<file path="src/rtl/pong_engine.sv">
// rtl/pong_engine.sv - Pong game core: paddles, ball, scoring, serve/play/game-over FSM, pixel overlay.
module pong_engine #(
  parameter int         H_RES       = 640,
  parameter int         V_RES       = 480,
  parameter int         POS_W       = 12,
  parameter int         PAD_W       = 20,
  parameter int         PAD_H       = 100,
  parameter int         BALL_SIZE   = 20,
  parameter int         PAD_L_X     = 100,
  parameter int         PAD_R_X     = 500,
  parameter int         PAD_VEL     = 10,
  parameter int         BALL_VEL    = 3,
  parameter int         SERVE_DELAY = 60,
  parameter int         SCORE_MAX   = 9,
  parameter logic [7:0] OBJ_INDEX   = 8'h02
) (
  input  logic             iVGA_CLK,
  input  logic             iRST_n,
  input  logic             frame_tick,
  input  logic             restart,
  input  logic             pL_moveup,
  input  logic             pL_movedown,
  input  logic             pR_moveup,
  input  logic             pR_movedown,
  input  logic [POS_W-1:0] x_addr,
  input  logic [POS_W-1:0] y_addr,
  input  logic [7:0]       bg_index,
  output logic [7:0]       color_index,
  output logic [POS_W-1:0] pL_y,
  output logic [POS_W-1:0] pR_y,
  output logic [POS_W-1:0] ball_x,
  output logic [POS_W-1:0] ball_y,
  output logic [3:0]       score_l,
  output logic [3:0]       score_r,
  output logic [1:0]       state
);

  typedef logic signed [POS_W:0] spos_t;
  typedef enum logic [1:0] {ST_SERVE = 2'd0, ST_PLAY = 2'd1, ST_OVER = 2'd2} state_t;

  localparam int    CNT_W      = $clog2(SERVE_DELAY + 1);
  localparam spos_t ZERO       = '0;
  localparam spos_t PAD_Y_MAX  = spos_t'(V_RES - PAD_H);
  localparam spos_t BALL_Y_MAX = spos_t'(V_RES - BALL_SIZE);
  localparam spos_t BALL_X_MAX = spos_t'(H_RES - BALL_SIZE);
  localparam spos_t S_BALL     = spos_t'(BALL_SIZE);
  localparam spos_t S_PAD_W    = spos_t'(PAD_W);
  localparam spos_t S_PAD_H    = spos_t'(PAD_H);
  localparam spos_t S_L_X      = spos_t'(PAD_L_X);
  localparam spos_t S_R_X      = spos_t'(PAD_R_X);
  localparam spos_t S_BV       = spos_t'(BALL_VEL);
  localparam logic [POS_W-1:0] PAD_Y0  = POS_W'((V_RES - PAD_H) / 2);
  localparam logic [POS_W-1:0] BALL_X0 = POS_W'((H_RES - BALL_SIZE) / 2);
  localparam logic [POS_W-1:0] BALL_Y0 = POS_W'((V_RES - BALL_SIZE) / 2);
  localparam logic [POS_W-1:0] L_BOUNCE_X = POS_W'(PAD_L_X + PAD_W);
  localparam logic [POS_W-1:0] R_BOUNCE_X = POS_W'(PAD_R_X - BALL_SIZE);

  state_t             state_q, state_d;
  logic [CNT_W-1:0]   cnt_q, cnt_d;
  logic [3:0]         sync1_q, sync2_q;
  logic [POS_W-1:0]   pl_y_q, pl_y_d, pr_y_q, pr_y_d;
  logic [POS_W-1:0]   ball_x_q, ball_x_d, ball_y_q, ball_y_d;
  logic               dx_q, dx_d, dy_q, dy_d, dy_n;
  logic [3:0]         score_l_q, score_l_d, score_r_q, score_r_d;
  logic [7:0]         color_q, color_d;
  spos_t              nx, ny, pl_s, pr_s;
  logic               playing, hit_l, hit_r, pt_l, pt_r;

  // Signed, one bit wider than a coordinate, so moving up past 0 clamps instead of wrapping.
  function automatic logic [POS_W-1:0] step_paddle(input logic [POS_W-1:0] y,
                                                   input logic up_n, input logic dn_n);
    spos_t v;
    v = $signed({1'b0, y});
    if (!up_n && dn_n)      v = v - spos_t'(PAD_VEL);
    else if (up_n && !dn_n) v = v + spos_t'(PAD_VEL);
    if (v < ZERO)           v = ZERO;
    else if (v > PAD_Y_MAX) v = PAD_Y_MAX;
    return v[POS_W-1:0];
  endfunction

  function automatic logic covers(input logic [POS_W-1:0] px, input logic [POS_W-1:0] py,
                                  input logic [POS_W-1:0] ox, input logic [POS_W-1:0] oy,
                                  input int w, input int h);
    return ({1'b0, px} >= {1'b0, ox}) && ({1'b0, px} < {1'b0, ox} + (POS_W+1)'(w)) &&
           ({1'b0, py} >= {1'b0, oy}) && ({1'b0, py} < {1'b0, oy} + (POS_W+1)'(h));
  endfunction

  always_ff @(posedge iVGA_CLK or negedge iRST_n) begin
    if (!iRST_n) begin
      state_q <= ST_SERVE;
      cnt_q   <= '0;
    end else begin
      state_q <= state_d;
      cnt_q   <= cnt_d;
    end
  end

  always_comb begin : ball_path
    playing = frame_tick && !restart && (state_q == ST_PLAY);
    pl_s    = $signed({1'b0, pl_y_q});
    pr_s    = $signed({1'b0, pr_y_q});
    nx      = $signed({1'b0, ball_x_q}) + (dx_q ? S_BV : -S_BV);
    ny      = $signed({1'b0, ball_y_q}) + (dy_q ? S_BV : -S_BV);
    dy_n    = dy_q;
    if (ny <= ZERO) begin
      ny   = ZERO;
      dy_n = ~dy_q;
    end else if (ny >= BALL_Y_MAX) begin
      ny   = BALL_Y_MAX;
      dy_n = ~dy_q;
    end
    hit_l = !dx_q && (nx < S_L_X + S_PAD_W) && (nx + S_BALL > S_L_X) &&
            (ny < pl_s + S_PAD_H) && (ny + S_BALL > pl_s);
    hit_r = dx_q && (nx < S_R_X + S_PAD_W) && (nx + S_BALL > S_R_X) &&
            (ny < pr_s + S_PAD_H) && (ny + S_BALL > pr_s);
    pt_r  = playing && !hit_l && !hit_r && (nx <= ZERO);
    pt_l  = playing && !hit_l && !hit_r && !(nx <= ZERO) && (nx >= BALL_X_MAX);
  end

  always_comb begin : fsm_next
    state_d = state_q;
    cnt_d   = cnt_q;
    if (restart) begin
      state_d = ST_SERVE;
      cnt_d   = '0;
    end else if (frame_tick) begin
      unique case (state_q)
        ST_SERVE: begin
          if (cnt_q == CNT_W'(SERVE_DELAY - 1)) begin
            state_d = ST_PLAY;
            cnt_d   = '0;
          end else begin
            cnt_d = cnt_q + 1'b1;
          end
        end
        ST_PLAY: begin
          if (pt_l)      state_d = (score_l_q == 4'(SCORE_MAX - 1)) ? ST_OVER : ST_SERVE;
          else if (pt_r) state_d = (score_r_q == 4'(SCORE_MAX - 1)) ? ST_OVER : ST_SERVE;
        end
        default: state_d = state_q;
      endcase
    end
  end

  always_comb begin : obj_update
    pl_y_d    = pl_y_q;
    pr_y_d    = pr_y_q;
    ball_x_d  = ball_x_q;
    ball_y_d  = ball_y_q;
    dx_d      = dx_q;
    dy_d      = dy_q;
    score_l_d = score_l_q;
    score_r_d = score_r_q;
    if (restart) begin
      pl_y_d    = PAD_Y0;
      pr_y_d    = PAD_Y0;
      ball_x_d  = BALL_X0;
      ball_y_d  = BALL_Y0;
      dx_d      = 1'b1;
      dy_d      = 1'b1;
      score_l_d = '0;
      score_r_d = '0;
    end else if (frame_tick) begin
      if (state_q != ST_OVER) begin
        pl_y_d = step_paddle(pl_y_q, sync2_q[3], sync2_q[2]);
        pr_y_d = step_paddle(pr_y_q, sync2_q[1], sync2_q[0]);
      end
      if (state_q == ST_PLAY) begin
        ball_y_d = ny[POS_W-1:0];
        dy_d     = dy_n;
        if (hit_l) begin
          ball_x_d = L_BOUNCE_X;
          dx_d     = 1'b1;
        end else if (hit_r) begin
          ball_x_d = R_BOUNCE_X;
          dx_d     = 1'b0;
        end else if (pt_r) begin
          score_r_d = score_r_q + 4'd1;
          ball_x_d  = BALL_X0;
          ball_y_d  = BALL_Y0;
          dx_d      = 1'b1;
        end else if (pt_l) begin
          score_l_d = score_l_q + 4'd1;
          ball_x_d  = BALL_X0;
          ball_y_d  = BALL_Y0;
          dx_d      = 1'b0;
        end else begin
          ball_x_d = nx[POS_W-1:0];
        end
      end
    end
  end

  // Ball drawn over paddles; all objects share one color index.
  always_comb begin : overlay
    color_d = bg_index;
    if (covers(x_addr, y_addr, ball_x_q, ball_y_q, BALL_SIZE, BALL_SIZE) ||
        covers(x_addr, y_addr, POS_W'(PAD_R_X), pr_y_q, PAD_W, PAD_H) ||
        covers(x_addr, y_addr, POS_W'(PAD_L_X), pl_y_q, PAD_W, PAD_H))
      color_d = OBJ_INDEX;
  end

  always_ff @(posedge iVGA_CLK or negedge iRST_n) begin
    if (!iRST_n) begin
      sync1_q   <= '1;
      sync2_q   <= '1;
      pl_y_q    <= PAD_Y0;
      pr_y_q    <= PAD_Y0;
      ball_x_q  <= BALL_X0;
      ball_y_q  <= BALL_Y0;
      dx_q      <= 1'b1;
      dy_q      <= 1'b1;
      score_l_q <= '0;
      score_r_q <= '0;
      color_q   <= '0;
    end else begin
      sync1_q   <= {pL_moveup, pL_movedown, pR_moveup, pR_movedown};
      sync2_q   <= sync1_q;
      pl_y_q    <= pl_y_d;
      pr_y_q    <= pr_y_d;
      ball_x_q  <= ball_x_d;
      ball_y_q  <= ball_y_d;
      dx_q      <= dx_d;
      dy_q      <= dy_d;
      score_l_q <= score_l_d;
      score_r_q <= score_r_d;
      color_q   <= color_d;
    end
  end

  assign color_index = color_q;
  assign pL_y        = pl_y_q;
  assign pR_y        = pr_y_q;
  assign ball_x      = ball_x_q;
  assign ball_y      = ball_y_q;
  assign score_l     = score_l_q;
  assign score_r     = score_r_q;
  assign state       = state_q;

endmodule

</file>
<file path="config.mk">
export PLATFORM = sky130hd
export DESIGN_NAME = pong_engine
export DESIGN_NICKNAME = d
export VERILOG_FILES = /design/src/rtl/pong_engine.sv
export SDC_FILE = /design/constraint.sdc
export NUM_CORES = 1
export LEC_CHECK = 0
export BUFFER_PORTS_ARGS = -buffer_cell sky130_fd_sc_hd__buf_2
export CAP_MARGIN = 25
export CORE_MARGIN = 2
export CORE_UTILIZATION = 35
export CTS_BUF_LIST = sky130_fd_sc_hd__clkbuf_4 sky130_fd_sc_hd__clkbuf_8 sky130_fd_sc_hd__clkbuf_16
export DETAILED_ROUTE_END_ITERATION = 16
export GPL_ROUTABILITY_DRIVEN = 0
export GPL_TIMING_DRIVEN = 0
export SLEW_MARGIN = 20
export SYNTH_ARGS = -nofsm -noshare
export SYNTH_HDL_FRONTEND = slang
export SYNTH_SLANG_ARGS = --single-unit
export TNS_END_PERCENT = 50
</file>
<file path="constraint.sdc">
create_clock -name iVGA_CLK -period 12.6 [get_ports iVGA_CLK]
set_clock_uncertainty 0.05 [all_clocks]
set_input_delay 0.63 -clock iVGA_CLK [delete_from_list [all_inputs] [get_ports iVGA_CLK]]
set_output_delay 0.63 -clock iVGA_CLK [all_outputs]
set_load 0.005 [all_outputs]
</file>
# Word-level counts from Yosys, hierarchy flattened

Cells that the tools add are included.

Bitwise logic cells: 1
Reduce and logical (&&, ||, !) cells: 57
Equal/unequal tests: 10
Add/sub/neg operators: 17
Order comparisons: 28
Muxes and demuxes: 76

Operator list:

| kind                                                                 | number |
|---|---|
| two-way mux 12 bit                                                   | 24 |
| two-way mux 13 bit                                                   | 14 |
| adder 12 x 7 -> 13 bit (second input constant)                       | 4 |
| less-than comparator 12 x 13 -> 1 bit                                | 4 |
| two-way mux 4 bit                                                    | 13 |
| greater-or-equal comparator 12 bit                                   | 4 |
| greater-than comparator 13 x 10 -> 1 bit (second input constant)     | 3 |
| logical AND 1 bit                                                    | 28 |
| adder 12 x 4 -> 13 bit (second input constant)                       | 2 |
| adder 12 x 5 -> 13 bit (second input constant)                       | 2 |
| adder 13 bit                                                         | 2 |
| adder 13 x 6 -> 13 bit (second input constant)                       | 2 |
| greater-than comparator 13 bit                                       | 2 |
| <= comparator 13 x 1 -> 1 bit (second input constant)                | 2 |
| less-than comparator 13 x 1 -> 1 bit (second input constant)         | 2 |
| less-than comparator 13 bit                                          | 2 |
| subtractor 12 x 4 -> 13 bit (second input constant)                  | 2 |
| two-way mux 6 bit                                                    | 4 |
| two-way mux 2 bit                                                    | 7 |
| greater-or-equal comparator 13 x 10 -> 1 bit (second input constant) | 1 |
| greater-or-equal comparator 13 x 11 -> 1 bit (second input constant) | 1 |
| greater-than comparator 13 x 8 -> 1 bit (second input constant)      | 1 |
| less-than comparator 13 x 11 -> 1 bit (second input constant)        | 1 |
| less-than comparator 13 x 8 -> 1 bit (second input constant)         | 1 |
| 27 further kinds                                                     | 61 |

Input bits: 40
Word-level logic and storage cells: 202
Register bits after elaboration: 82
Output and inout port bits: 66

# Depth between registers and ports, before layout

Gate-level depths: netlist of the first run.

Depth after elaboration: 20
Gate-level depth with buffers: 26
Gate-level depth less buffers: 25

# Worst setup path before layout of the first run

OpenSTA, ideal clock, no wires.

Path type: flip-flop to flip-flop
Start: register dy_q
End: register score_r_q[3], in the netlist score_r[3]
Cell stages (with the launch flop): 25
Path buffers: 1
Clock period less this slack: 6081 ps
Arrival time: 5904 ps
Setup slack: 6519 ps
Required time: 12423 ps
Setup time: 127 ps
Cell sequence: dfstp_2 inv_1 ha_1 clkbuf_1 a21o_1 a221o_1 or3_1 a21oi_1 o311a_1 nor2_1 o21ai_0 inv_1 ha_1 o211ai_1 xnor2_1 ha_1 a21o_1 a21o_1 a21oi_1 o21ai_0 a2111oi_0 nor4b_1 a41oi_4 nand3_1 mux2_1

Word-level cells in the longest chain between the ends: 14

Ends and longest elaborated chain:

| element                                                               | RTL line | RTL |
|---|---|---|
| start, declared                                                       | 63       | `logic dx_q, dx_d, dy_q, dy_d, dy_n;` |
| start signal, assigned                                                | 224      | `dy_q <= dy_d;` |
| two-way mux 13 bit (*)                                                | 103      | `ny = $signed({1'b0, ball_y_q}) + (dy_q ? S_BV : -S_BV);` |
| adder 13 bit (*)                                                      | 103      |  |
| greater-or-equal comparator 13 x 10 -> 1 bit                          | 108      | `end else if (ny >= BALL_Y_MAX) begin` |
| two-way mux 13 bit                                                    | 108      |  |
| two-way mux 13 bit (*)                                                | 105      | `if (ny <= ZERO) begin` |
| adder 13 x 6 -> 13 bit or less-than comparator 13 bit (tied branches) | 113, 115 |  |
| greater-than comparator 13 bit or logical AND 1 bit (tied branches)   | 113, 112 |  |
| logical AND 1 bit                                                     | 113      | `(ny < pl_s + S_PAD_H) && (ny + S_BALL > pl_s);` |
| zero test 1 bit                                                       | 116      | `pt_r = playing && !hit_l && !hit_r && (nx <= ZERO);` |
| logical AND 1 bit (3 in series)                                       | 116      |  |
| nonzero test 2 bit (no line)                                          | n/a      |  |
| AND reduction 5 bit (no line) (*)                                     | n/a      |  |
| end signal, assigned                                                  | 226      | `score_r_q <= score_r_d;` |
| end, declared                                                         | 64       | `logic [3:0] score_l_q, score_l_d, score_r_q, score_r_d;` |

Mark *: on every way between the ends. The rest lies on a longest branch, timed or not.
A chain may end at the register's enable or synchronous reset.

# Final worst setup path of the first run

Start: register dy_q
End: register ball_y_q[4], in the netlist ball_y[4]

Word-level cells in the longest chain between the ends: 20

Ends and longest elaborated chain:

| element                                                               | RTL line | RTL |
|---|---|---|
| two-way mux 13 bit (*)                                                | 103      |  |
| adder 13 bit (*)                                                      | 103      |  |
| greater-or-equal comparator 13 x 10 -> 1 bit                          | 108      |  |
| two-way mux 13 bit                                                    | 108      |  |
| two-way mux 13 bit (*)                                                | 105      |  |
| adder 13 x 6 -> 13 bit or less-than comparator 13 bit (tied branches) | 113, 115 |  |
| greater-than comparator 13 bit or logical AND 1 bit (tied branches)   | 113, 112 |  |
| logical AND 1 bit                                                     | 113      |  |
| [... 3 more ...]                                                      | n/a      |  |
| logical AND 1 bit (2 in series)                                       | 117      | `pt_l = playing && !hit_l && !hit_r && !(nx <= ZERO) && (nx >= BALL_X_MAX);` |
| two-way mux 12 bit                                                    | 182      | `end else if (pt_l) begin` |
| two-way mux 12 bit                                                    | 177      | `end else if (pt_r) begin` |
| two-way mux 12 bit                                                    | 174      | `end else if (hit_r) begin` |
| two-way mux 12 bit (*)                                                | 171      | `if (hit_l) begin` |
| two-way mux 12 bit (*)                                                | 168      | `if (state_q == ST_PLAY) begin` |
| two-way mux 12 bit (*)                                                | 163      | `end else if (frame_tick) begin` |
| two-way mux 12 bit (*)                                                | 154      | `if (restart) begin` |
| end signal, assigned                                                  | 222      | `ball_y_q <= ball_y_d;` |
| end, declared                                                         | 62       | `logic [POS_W-1:0] ball_x_q, ball_x_d, ball_y_q, ball_y_d;` |

Mark *: on every way between the ends. The rest lies on a longest branch, timed or not. The select of a mux whose other input is x is not followed.

==> results.tsv, run 1 <==
metric	value	unit
fin nets	1521	
row cnt	61	
status	finished, final reports clean	
final core utilization	40.4	%
RSZ-0062 raised after global routing	false	
Reg area	2040	um2
CP startpoint kind	register	
CTS tree	yes	
Yosys cell types	91	
initial core utilization	35.5	%
Rel. slew slack	28.0	%
vias per cell	5.59	
CTS Sinks	80	
WP buf/inv	3	
VDD IR max	0.0492	mV
# fillers	2810	
total number of yosys warnings	0	
largest net degree at the start of global routing	48	
DRT iter0 DRCs	561	
Mean Syn Cell Area	8.34	um2
GR Util All Layers	20.3	%
crit path kind	register to register	
fmax	128	MHz
vias in the first global route	8754	
Slew Limit Fails	0	
CTS Hold Bufs	0	
leading area contributor after synthesis	ha_1	
Worst-Margin Slew	1.08	ns
clock input transition at the sequential cells of the worst setup and hold paths	0.07	ns
area delta synth->final	13.9	%
die extent in x	172	um
delay-heaviest family, CP	compound AO/OA/AOI/OAI gates	
Routed Antenna Nets	0	
Sw Pwr	0.301	mW
sum of negative setup slack	0	ns
cts repair resizes	0	
CTS Root Cell	clkbuf_16	
Lkg Pwr	5.05	nW
Final setup viols	0	
Core Box Area	27700	um2
gr ovfl total	0	
hold crit path type	input port to asynchronous set/reset pin	
DP Wirelength	23500	um
clock share of power	32.0	%
count leader, synth	ha_1	
fin crit period	7.82	ns
Multi-input gate area	7420	um2
Sequential Power Share	34.4	%
max_cap viols	0	
Internal	0.521	mW
Comb power frac	33.6	%
number of enable flip-flop cells after synthesis	0	
Mapped Area	9820	um2
post-synthesis sequential area ratio	20.8	%
Power Density	73.5	nW/um2
Hold Fails Final Rpt	0	
final worst path period share	62.1	%
switching share of total power	36.6	%
die area	29400	um2
first-pass GRT wire length	47000	um
share of layout cells above drive strength 1	14.5	%
Worst-Skew Late Latency	0.36	ns
vias post-DR	9455	
Critical Path Max Stage Delay	0.76	ns
input/output buffers	103	
Post-Synthesis Cells	1178	
synth top area cells	ha_1 22%, dfrtp_1 12%, dfstp_2 8.6%	
post-DR wirelength/cell	17.6	um
diode count	0	
Die Ht	172	um
setup bufs post-CTS	0	
Max Fanout on Critical Path	11	
clk buf depth	2	
synth cell count leaders	170 x ha_1, 85 x a21oi_1, 83 x nor2_1	
io pins	106	
Slowest-stage cell, CP	o21ai_0	
Async S/R FF share, synth	100	%
H-tree Lvls	3	
initial antenna violation count	0	
Num CTS Buffers	9	
Routed WL	29800	um
WP data arrival	7.98	ns
WP data required	12.76	ns
top_reg_cell synth	dfrtp_1	
First-pass DRT Iterations	5	
CP endpoint kind	register	
post-synth top area share	21.7	%
DRC	0	
Yosys reg bits	80	
-- routing by layer --
layer / share of wire, % / wire, um / GRT usage [%] / vias to the layer above
li1: - / - / - / 4652
met1: 48 / 14200 / 28.1 / 4517
met2: 44 / 13200 / 32.2 / 254
met3: 5.9 / 1750 / 3.38 / 32
met4: 2.0 / 592 / 5.97 / 0
met5: 0 / 0 / 0 / -
-- state kept, by name, summed over array words and instances (netlist names) --
register / count
cnt_q: 6
color_index: 8
sync1_q: 4
score_r: 4
sync2_q: 4
pL_y: 11
dy_q: 1
pR_y: 11
ball_x: 12
dx_q: 1
state: 2
ball_y: 12
score_l: 4
-- power groups by stage --
stage,registers (mW),logic [mW],clock network [mW]
finish,0.283,0.277,0.263
global route,0.284,0.313,0.281
CTS,0.283,0.275,0.272
detailed placement,0.287,0.272,0
global placement,0.287,0.266,0
floorplan,0.285,0.188,0
-- through the flow --
| step | cell area, um2 | hold WS (ns) | cells | power [mW] | setup slack [ns] |
|---|---|---|---|---|---|
| after CTS | 11200 | 0.195 | 1692 | 0.830 | 4.83 |
| after detailed placement | 10900 | 0.297 | 1676 | 0.560 | 4.86 |
| after global placement | 10900 | 0.297 | 1674 | 0.553 | 4.85 |
| final | 11200 | 0.194 | 1692 | 0.822 | 4.78 |
| after floorplan | 9880 | 0.284 | 1193 | 0.473 | 6.52 |
| after global routing | 11200 | 0.218 | 1692 | 0.878 | 4.26 |
-- path summary, 6_finish.rpt --
kind,cells after the start,end,slack [ns],startpoint
hold reg to reg,0,sync2_q[3]$_DFF_PN1_,0.31,sync1_q[3]$_DFF_PN1_
hold / removal,1,pL_y[6]$_DFFE_PN0P_,0.19,iRST_n
max in group asynchronous,2,ball_x[5]$_DFFE_PN1P_,11.61,iRST_n
setup / recovery,25,ball_y[4]$_DFFE_PN0P_,4.78,dy_q$_DFFE_PN1P_
min in group iVGA_CLK,0,sync2_q[3]$_DFF_PN1_,0.31,sync1_q[3]$_DFF_PN1_
setup reg to reg,25,ball_y[4]$_DFFE_PN0P_,4.78,dy_q$_DFFE_PN1P_
-- worst reg2reg max path: stages, from the launching register on --
cell and delay [ns]:
dfstp_2 0.59, inv_1 0.21, ha_1 0.35, clkbuf_1 0.32, o21ai_0 0.13, a21boi_0 0.40
a21oi_1 0.19, xor2_1 0.36, or2_2 0.20, o311a_1 0.26, nor2_1 0.10, o21ai_0 0.76
inv_1 0.28, ha_1 0.31, o211ai_1 0.33, xnor2_1 0.22, ha_1 0.30, a21o_1 0.18
a21o_1 0.16, a21oi_1 0.12, o21ai_0 0.08, a2111oi_0 0.69, nor4b_1 0.20, a41o_2 0.38
o21ai_2 0.36, o22ai_1 0.15
-- cell usage in the layout (no fill, tap or decap), drive strengths merged, types with 10 or more instances in the layout --
cell / Yosys / layout
ha: 170 / 170
buf: 10 / 115
a21oi: 86 / 86
nor2: 83 / 83
inv: 70 / 72
o21ai: 72 / 72
nand2: 68 / 68
xnor2: 60 / 60
dfrtp: 48 / 48
nor3: 42 / 42
nand3: 40 / 40
clkbuf: 27 / 36
o21a: 33 / 33
dfstp: 32 / 32
a21o: 31 / 31
nand2b: 29 / 29
a31oi: 19 / 19
nor2b: 16 / 16
conb: 1 / 16
nand4: 15 / 15
nor3b: 13 / 13
or3: 12 / 12
a22oi: 12 / 12
and3: 11 / 11
a211oi: 11 / 11
o211ai: 11 / 11
o31ai: 10 / 10
nor4: 10 / 10
-- kinds of logic after synthesis --
group / share of synthesized area [%]
DFF: 20.8
and+or+nand+nor: 20.2
buffers and inverters: 4.27
adders and majority gates: 22.1
other: 0.0382
muxes: 0.853
xor gates and xnor gates: 6.23
AOI/OAI and AO/OA: 25.6
-- area by class of cell --
cell class,instances,area share [%]
repair buffers,105,4.92
well taps,378,4.23
multi-input cells,1005,66.4
inverters,71,2.38
clock buffers,9,2.01
clock inverters,7,0.481
plain buffers,37,1.36
flip-flops and latches,80,18.3
(Power assumes the default switching activity.)
==> run 2: changes to the inputs <==
clock period = 7.18 ns   (was 12.6 ns; I/O delays follow)
==> run 2 against run 1 <==
- fmax up 14%
- via count up 0.31%
- critical path depth down 1
- final cell count up 0.24%
- sequential cell count unchanged
- power up 77%
- global-route usage about the same
- utilization up 0.41 points
- sequential share of layout area down 0.18 points
- setup slack worse by 4.5 ns
- routed wire length up 0.61%
- critical path type unchanged
- largest power group unchanged
==> results.tsv, run 2 (synthesis results as in run 1) <==
metric	value	unit	change
commonest non-fill, non-tap cell in the layout	ha_1		
die area	29400	um2	unchanged
Reg area	2040	um2	unchanged
highest-count cells in the layout ignoring fill and taps	170 x ha_1, 108 x buf_2, 83 x nor2_1, 83 x a21oi_1, 69 x inv_1		
First-pass DRT Iterations	6		+1
fmax	146	MHz	+14%
Core Box Area	27700	um2	unchanged
clk buf depth	2		unchanged
Num CTS Buffers	9		unchanged
post-DR wirelength/cell	17.7	um	+0.38%
Slew Limit Fails	0		unchanged
CP endpoint kind	register		
DRC	0		unchanged
crit path kind	register to register		
die extent in x	172	um	unchanged
WP data required	7.38	ns	-5.38 ns
largest net degree at the start of global routing	48		unchanged
most frequent CP cell	ha_1		
area delta synth->final	15.1	%	
share of layout cells above drive strength 1	15.6	%	+1.1 points
met1 usage	28.2	%	about the same
Worst-Margin Slew	1.06	ns	-0.0156 ns
max_cap viols	0		unchanged
Final setup viols	0		unchanged
gr busiest metal	met2		
input/output buffers	103		unchanged
Finished Layout Cells	1696		+0.24%
Critical Path, Cell by Cell	clkinvlp_4 -> ha_1 -> clkbuf_1 -> a21o_1 -> a221o_1 -> or3_1 -> a21oi_1 -> o311a_1 -> nor2_1 -> o21ai_4 -> inv_1 -> ha_1 -> o211ai_1 -> nor2_1 -> o31a_1 -> ha_1 -> nand4_1 -> o211ai_1 -> nand3_1 -> or3_1 -> a2111oi_4 -> a41oi_4 -> nand3_1 -> mux2_1		
Total Power	1.45	mW	+77%
H-tree Lvls	3		unchanged
WP data arrival	7.06	ns	-0.92 ns
gr ovfl total	0		unchanged
post-placement cell count	1676		unchanged
DRT iter0 DRCs	544		-3.0%
final worst path period share	95.6	%	+34 points
CP startpoint kind	register		
CTS Sinks	80		unchanged
CTS Root Cell	clkbuf_16		
Critical Path Max Stage Delay	0.62	ns	-0.14 ns
io pins	106		unchanged
routing usage on met2	32.2	%	about the same
Slowest-stage cell, CP	dfstp_2		
Multi-input gate area	7490	um2	+0.94%
clock input transition at the sequential cells of the worst setup and hold paths	0.07	ns	about the same
met3 GRT Util	3.38	%	unchanged
vias in the first global route	8755		+0.011%
row cnt	61		unchanged
delay-heaviest family, CP	compound AO/OA/AOI/OAI gates		
vias post-DR	9484		+0.31%
DP Wirelength	23500	um	unchanged
Max Fanout on Critical Path	10		-1
fin nets	1525		+0.26%
Rel. slew slack	29.1	%	+1.0 points
vias per cell	5.59		about the same
Die Ht	172	um	unchanged
Routed WL	30000	um	+0.61%
GR Util All Layers	20.3	%	about the same
diode count	0		unchanged
initial core utilization	35.5	%	unchanged
Hold Fails Final Rpt	0		unchanged
Worst-Skew Late Latency	0.36	ns	about the same
WP buf/inv	3		unchanged
# fillers	2802		-0.28%
Routed Antenna Nets	0		unchanged
initial antenna violation count	0		unchanged
status	finished, final reports clean		
VDD IR max	0.0867	mV	+76%
Lkg Pwr	5.09	nW	+0.95%
Power Density	129	nW/um2	+75%
CTS tree	yes		
hold crit path type	input port to register		
first-pass GRT wire length	47000	um	about the same
fin crit period	6.87	ns	-0.953 ns
==> run 2: what timing repair did <==
item / in CTS / in global routing
hold buffers: 1 / 0
gates resized for setup: 6 / 13
buffers inserted: 0 / 5
pin swaps: 0 / 4
endpoints found under the hold margin: 24 / 0
cloned: 0 / 0
setup endpoints to repair: 26 / 26
==> run 2: path summary, 6_finish.rpt <==
path                                       from  slack [ns]  depth (start not counted)                     end
min                                   pR_moveup        0.04                          1    sync1_q[1]$_DFF_PN1_
max reg2reg                    dy_q$_DFFE_PN1P_        0.31                         24  score_r[3]$_DFFE_PN0P_
min reg2reg                sync1_q[3]$_DFF_PN1_        0.31                          0    sync2_q[3]$_DFF_PN1_
min in group asynchronous                iRST_n        0.46                          2     pL_y[6]$_DFFE_PN0P_
max in group asynchronous                iRST_n        5.93                          3   ball_x[5]$_DFFE_PN1P_
max                            dy_q$_DFFE_PN1P_        0.31                         24  score_r[3]$_DFFE_PN0P_
==> run 2: report_power, final <==
part / leakage [nW] / total (mW) / switching, mW / internal (mW)
Combinational: 3.97 / 0.494 / 0.288 / 0.206
Clock: 0.134 / 0.464 / 0.226 / 0.238
Sequential: 0.986 / 0.496 / 0.0214 / 0.475
Total: 5.09 / 1.45 / 0.536 / 0.918
==> run 2: layout make-up <==
| type | count | area share [%] |
|---|---|---|
| multi-input cells | 1005 | 66.3 |
| flip-flops and latches | 80 | 18.1 |
| repair buffers | 111 | 5.29 |
| well taps | 378 | 4.18 |
| inverters | 71 | 2.39 |
| clock buffers | 9 | 1.99 |
| plain buffers | 35 | 1.28 |
| clock inverters | 7 | 0.476 |
==> run 2: metrics by stage <==
stage          hold WS [ns]  TNS, ns  worst slack, ns  util (%)  instance area, um2
3_5_place_dp          0.297    -8.72           -0.558      39.4               10900
2_1_floorplan        0.0134        0             1.10         -                9880
5_1_grt              0.0291  -0.0218          -0.0218      40.8               11300
3_3_place_gp          0.297    -8.83           -0.570      39.2               10900
6_report             0.0381        0            0.313      40.8               11300
4_1_cts              0.0259        0           0.0608      40.5               11200
==> run 2: metal layers <==
metal | vias to the layer above | wire [um] | share of wire, %
met3 | 36 | 1550 | 5.2
li1 | 4649 | - | -
met1 | 4550 | 14500 | 48
met4 | 0 | 574 | 1.9
met2 | 249 | 13300 | 44
met5 | - | 0 | 0
